[config.mk]
export PLATFORM = sky130hd
export DESIGN_NAME = vram_arbiter
export DESIGN_NICKNAME = d
export VERILOG_FILES = /design/src/rtl/vram_arbiter.sv
export SDC_FILE = /design/constraint.sdc
export NUM_CORES = 1
export LEC_CHECK = 0
export ABC_AREA = 1
export CAP_MARGIN = 0
export CORE_ASPECT_RATIO = 0.75
export CORE_MARGIN = 2
export CORE_UTILIZATION = 32
export DETAILED_ROUTE_END_ITERATION = 7
export GPL_TIMING_DRIVEN = 0
export PLACE_DENSITY = 0.73
export SLEW_MARGIN = 40
export SYNTH_ARGS = -nofsm -noshare
export SYNTH_HDL_FRONTEND = slang
export SYNTH_SLANG_ARGS = --single-unit
[constraint.sdc]
create_clock -name clk -period 1.8 [get_ports clk]
set_clock_uncertainty 0.2 [all_clocks]
set_input_delay 0.36 -clock clk [delete_from_list [all_inputs] [get_ports clk]]
set_output_delay 0.36 -clock clk [all_outputs]
set_load 0.02 [all_outputs]
[src/rtl/vram_arbiter.sv]
// Single-port VRAM scheduler: video has absolute priority, host and blitter share the rest round-robin.
// Decide on cycle N, issue on N+1, read data back on N+2 for every requester alike.
module vram_arbiter #(
    parameter int ADDR_W = 16,
    parameter int DATA_W = 16
) (
    input  logic              clk,
    input  logic              reset,

    input  logic              vid_req,
    input  logic [ADDR_W-1:0] vid_addr,
    output logic              vid_gnt,
    output logic              vid_rd_valid,

    input  logic              host_req,
    input  logic              host_wr,
    input  logic [ADDR_W-1:0] host_addr,
    input  logic [DATA_W-1:0] host_data,
    output logic              host_gnt,
    output logic              host_rd_valid,

    input  logic              blit_req,
    input  logic              blit_wr,
    input  logic [ADDR_W-1:0] blit_addr,
    input  logic [DATA_W-1:0] blit_data,
    output logic              blit_gnt,
    output logic              blit_rd_valid,

    output logic [DATA_W-1:0] rd_data,

    output logic              vram_sel,
    output logic              vram_wr,
    output logic [ADDR_W-1:0] vram_addr,
    output logic [DATA_W-1:0] vram_data_o,
    input  logic [DATA_W-1:0] vram_data_i
);

    localparam logic RR_HOST = 1'b0;
    localparam logic RR_BLIT = 1'b1;

    logic rr_last;
    logic elig_vid, elig_host, elig_blit;
    logic win_vid, win_host, win_blit;
    logic rd_ret;

    // A requester holding gnt is still showing the access just issued, so it sits out this cycle.
    assign elig_vid  = vid_req  & ~vid_gnt;
    assign elig_host = host_req & ~host_gnt;
    assign elig_blit = blit_req & ~blit_gnt;

    always_comb begin
        win_vid  = elig_vid;
        win_host = 1'b0;
        win_blit = 1'b0;
        if (!elig_vid) begin
            if (elig_host && elig_blit) begin
                win_host = (rr_last == RR_BLIT);
                win_blit = (rr_last == RR_HOST);
            end else begin
                win_host = elig_host;
                win_blit = elig_blit;
            end
        end
    end

    assign rd_ret = vram_sel & ~vram_wr;

    always_ff @(posedge clk) begin
        if (reset) begin
            rr_last       <= RR_BLIT;
            vid_gnt       <= 1'b0;
            host_gnt      <= 1'b0;
            blit_gnt      <= 1'b0;
            vram_sel      <= 1'b0;
            vram_wr       <= 1'b0;
            vram_addr     <= '0;
            vram_data_o   <= '0;
            vid_rd_valid  <= 1'b0;
            host_rd_valid <= 1'b0;
            blit_rd_valid <= 1'b0;
            rd_data       <= '0;
        end else begin
            vid_gnt  <= win_vid;
            host_gnt <= win_host;
            blit_gnt <= win_blit;
            vram_sel <= win_vid | win_host | win_blit;
            vram_wr  <= (win_host & host_wr) | (win_blit & blit_wr);

            // Address/data hold their last values when the bus is idle; video never touches write data.
            if (win_vid) begin
                vram_addr <= vid_addr;
            end else if (win_host) begin
                vram_addr   <= host_addr;
                vram_data_o <= host_data;
            end else if (win_blit) begin
                vram_addr   <= blit_addr;
                vram_data_o <= blit_data;
            end

            if (win_host) begin
                rr_last <= RR_HOST;
            end else if (win_blit) begin
                rr_last <= RR_BLIT;
            end

            // The gnt register doubles as the owner tag for the access currently on the bus.
            vid_rd_valid  <= vid_gnt  & rd_ret;
            host_rd_valid <= host_gnt & rd_ret;
            blit_rd_valid <= blit_gnt & rd_ret;
            if (rd_ret) begin
                rd_data <= vram_data_i;
            end
        end
    end

endmodule

==> impl_metrics.env <==
export IMPL_status="finished clean"
export IMPL_first_iter_violations=145
export IMPL_rsz0062_at_grt="true"
export IMPL_reg_top3="rd_data x16, vram_addr x16, vram_data_o x16"
export IMPL_yosysWarnings=0
export IMPL_hold_viol=0
export IMPL_num_nets_final=706
export IMPL_drc=0
export IMPL_fin_crit_ns=1.72
export IMPL_vdd_drop_max_mv=0.641
export IMPL_fin_cells=720
export IMPL_synth_seq_area_share=0.393
export IMPL_placementRows=30
export IMPL_postLayoutCellArea_um2=4990
export IMPL_p_int_mw=3.13
export IMPL_antenna_found_initial=0
export IMPL_preCtsSetupSlack_ns=-0.403
export IMPL_setup_slack_ns=0.0799
export IMPL_final_common_cell="clkdlybuf4s50_1"
export IMPL_fillers=878
export IMPL_dr_pass1_iters=4
export IMPL_total_power_mw=4.41
export IMPL_grt_pass1_vias=3409
export IMPL_p_leak_nw=2.44
export IMPL_clk_latency_ns=0.31
export IMPL_power_frac_seq=0.326
export IMPL_grt_overflow=0
export IMPL_grt_usage=0.212
export IMPL_slew_headroom=0.690
export IMPL_syn_num_nets=532
export IMPL_clkTransAtPathRegs_ns=0.05
export IMPL_clk_path_buf_depth=2
export IMPL_ys_ff_latch=57
export IMPL_port_buffers=158
export IMPL_finalSetupViolations=0
export IMPL_via_per_inst=4.97
export IMPL_worstSetupPathType="input port to flip-flop"
export IMPL_start_kind="input port"
export IMPL_worst_slew_pin_slew_ns=0.465
export IMPL_synth_cell_area_um2=2900
export IMPL_gp_congestion=0.862
export IMPL_grt_max_degree=12
export IMPL_powerDensity_nw_per_um2=885
export IMPL_cts_tree="done"
export IMPL_whs_ns=0.282
export IMPL_die_w_um=114
export IMPL_die_h_um=86.5
export IMPL_design_die_area_um2=9850
export IMPL_hold_start="vram_data_o[12]"
export IMPL_cts_sinks=57
export IMPL_coreArea_um2=8930
export IMPL_pwr_share_comb=0.252
export IMPL_syn_inst=429
export IMPL_cp_arrival_ns=1.73
export IMPL_wl_um=10500
export IMPL_maxCapViolCount=0
export IMPL_syn2layout_area_growth_pct=71.8
export IMPL_dp_cells=699
export IMPL_p_sw_frac=0.290
export IMPL_fmax_mhz=581
export IMPL_io_pins=159
export IMPL_vias=3578
export IMPL_critical_path_max_fanout=10
export IMPL_placed_area_um2=4620
export IMPL_cts_made_buffers=9
export IMPL_antennaDiodeCount=0
export IMPL_h_tree_depth=3
export IMPL_ys_types=20
export IMPL_drive_gt1_frac=0.102
export IMPL_hp_class="flip-flop to flip-flop"
export IMPL_final_util=0.558
export IMPL_routedWlPerCell_um=14.6
export IMPL_dp_hpwl_um=8010
export IMPL_fin_crit_sh=0.956
export IMPL_final_cell_mix="clkdlybuf4s50_1 (100), nand2_1 (84), nor2_1 (67)"
export IMPL_setup_tns_ns=0
export IMPL_worstSetupEndpointType="flip-flop"
export IMPL_p_clk_frac=0.421
export IMPL_cp_data_required_time_ns=1.81
export IMPL_synth_avg_cell_area_um2=6.76
export IMPL_r2r_start="vid_gnt"
export IMPL_grt_pass1_wl_um=16500
export IMPL_ant_nets=0
export IMPL_cts_root_buf="clkbuf_16"
export IMPL_initial_core_util=0.325
export IMPL_switchingPower_mw=1.28
export IMPL_cp_startpoint="vid_req"
export IMPL_maxSlewViolCount=0
==> final timing paths <==
path,end,slack (ns),cells after the start
min,vram_data_o[12],0.28,2
min reg2reg,vram_data_o[12],0.28,2
max reg2reg,vram_addr[2],0.20,8
max,vram_addr[2],0.08,8
==> critical path, cell delays in order <==
cell and delay [ns]:
clkdlybuf4s50_1 0.50, nand2_4 0.10, buf_4 0.18, clkbuf_4 0.20, nand4_1 0.13, nand2_1 0.09
nor2_1 0.10, nor2_1 0.05
==> what timing repair did <==
action / 4_1_cts / 5_1_grt
setup endpoints to repair: 78 / 44
pin swaps: 4 / 2
resized for setup: 58 / 17
setup buffers: 4 / 1
hold buffers: 0 / 0
==> power groups by stage <==
| stage | combinational (mW) | clock, mW | sequential [mW] |
|---|---|---|---|
| after floorplan | 0.437 | 0 | 1.60 |
| after global placement | 1.15 | 0 | 1.46 |
| after detailed placement | 1.16 | 0 | 1.47 |
| after CTS | 1.10 | 1.89 | 1.44 |
| after global routing | 1.22 | 1.95 | 1.45 |
| final | 1.11 | 1.86 | 1.44 |
==> routing by layer <==
layer | vias to the layer above | wire length, um | GRT usage
met5 | - | 0 | 0
met4 | 0 | 83 | 0.0432
met3 | 8 | 861 | 0.0615
met2 | 135 | 4880 | 0.361
met1 | 1660 | 4690 | 0.268
li1 | 1775 | - | -
==> cell type report <==
class	instances	area, um2	share of cell area
Sequential cell	57	1140	0.229
Timing Repair Buffer	163	1560	0.313
Multi-Input combinational cell	294	1450	0.291
Clock buffer	10	239	0.0479
Clock inverter	6	91.3	0.0183
Inverter	45	169	0.0339
Tap cell	112	140	0.0281
Buffer	33	191	0.0384
==> cells in the mapped netlist <==
cell type | number | area share
a21oi_1 | 16 | 0.028
a31oi_1 | 1 | 0.0022
buf_2 | 21 | 0.036
buf_4 | 3 | 0.0078
buf_6 | 1 | 0.0039
clkbuf_1 | 8 | 0.010
dfxtp_1 | 57 | 0.39
inv_1 | 42 | 0.054
inv_2 | 3 | 0.0039
nand2_1 | 84 | 0.11
nand2_2 | 1 | 0.0022
nand2_4 | 1 | 0.0039
nand3_1 | 32 | 0.055
nand3_2 | 3 | 0.010
nand3_4 | 2 | 0.012
nand4_1 | 64 | 0.14
nor2_1 | 68 | 0.088
nor2_4 | 2 | 0.0078
nor3_1 | 3 | 0.0052
o21ai_0 | 17 | 0.029
==> cells by family after synthesis <==
kind of cell	Yosys count	share of synthesized area
DFF	57	0.393
buffers and inverters	78	0.116
and+or+nand+nor	260	0.431
AOI/OAI and AO/OA	34	0.0591
(Power assumes the default switching activity.)
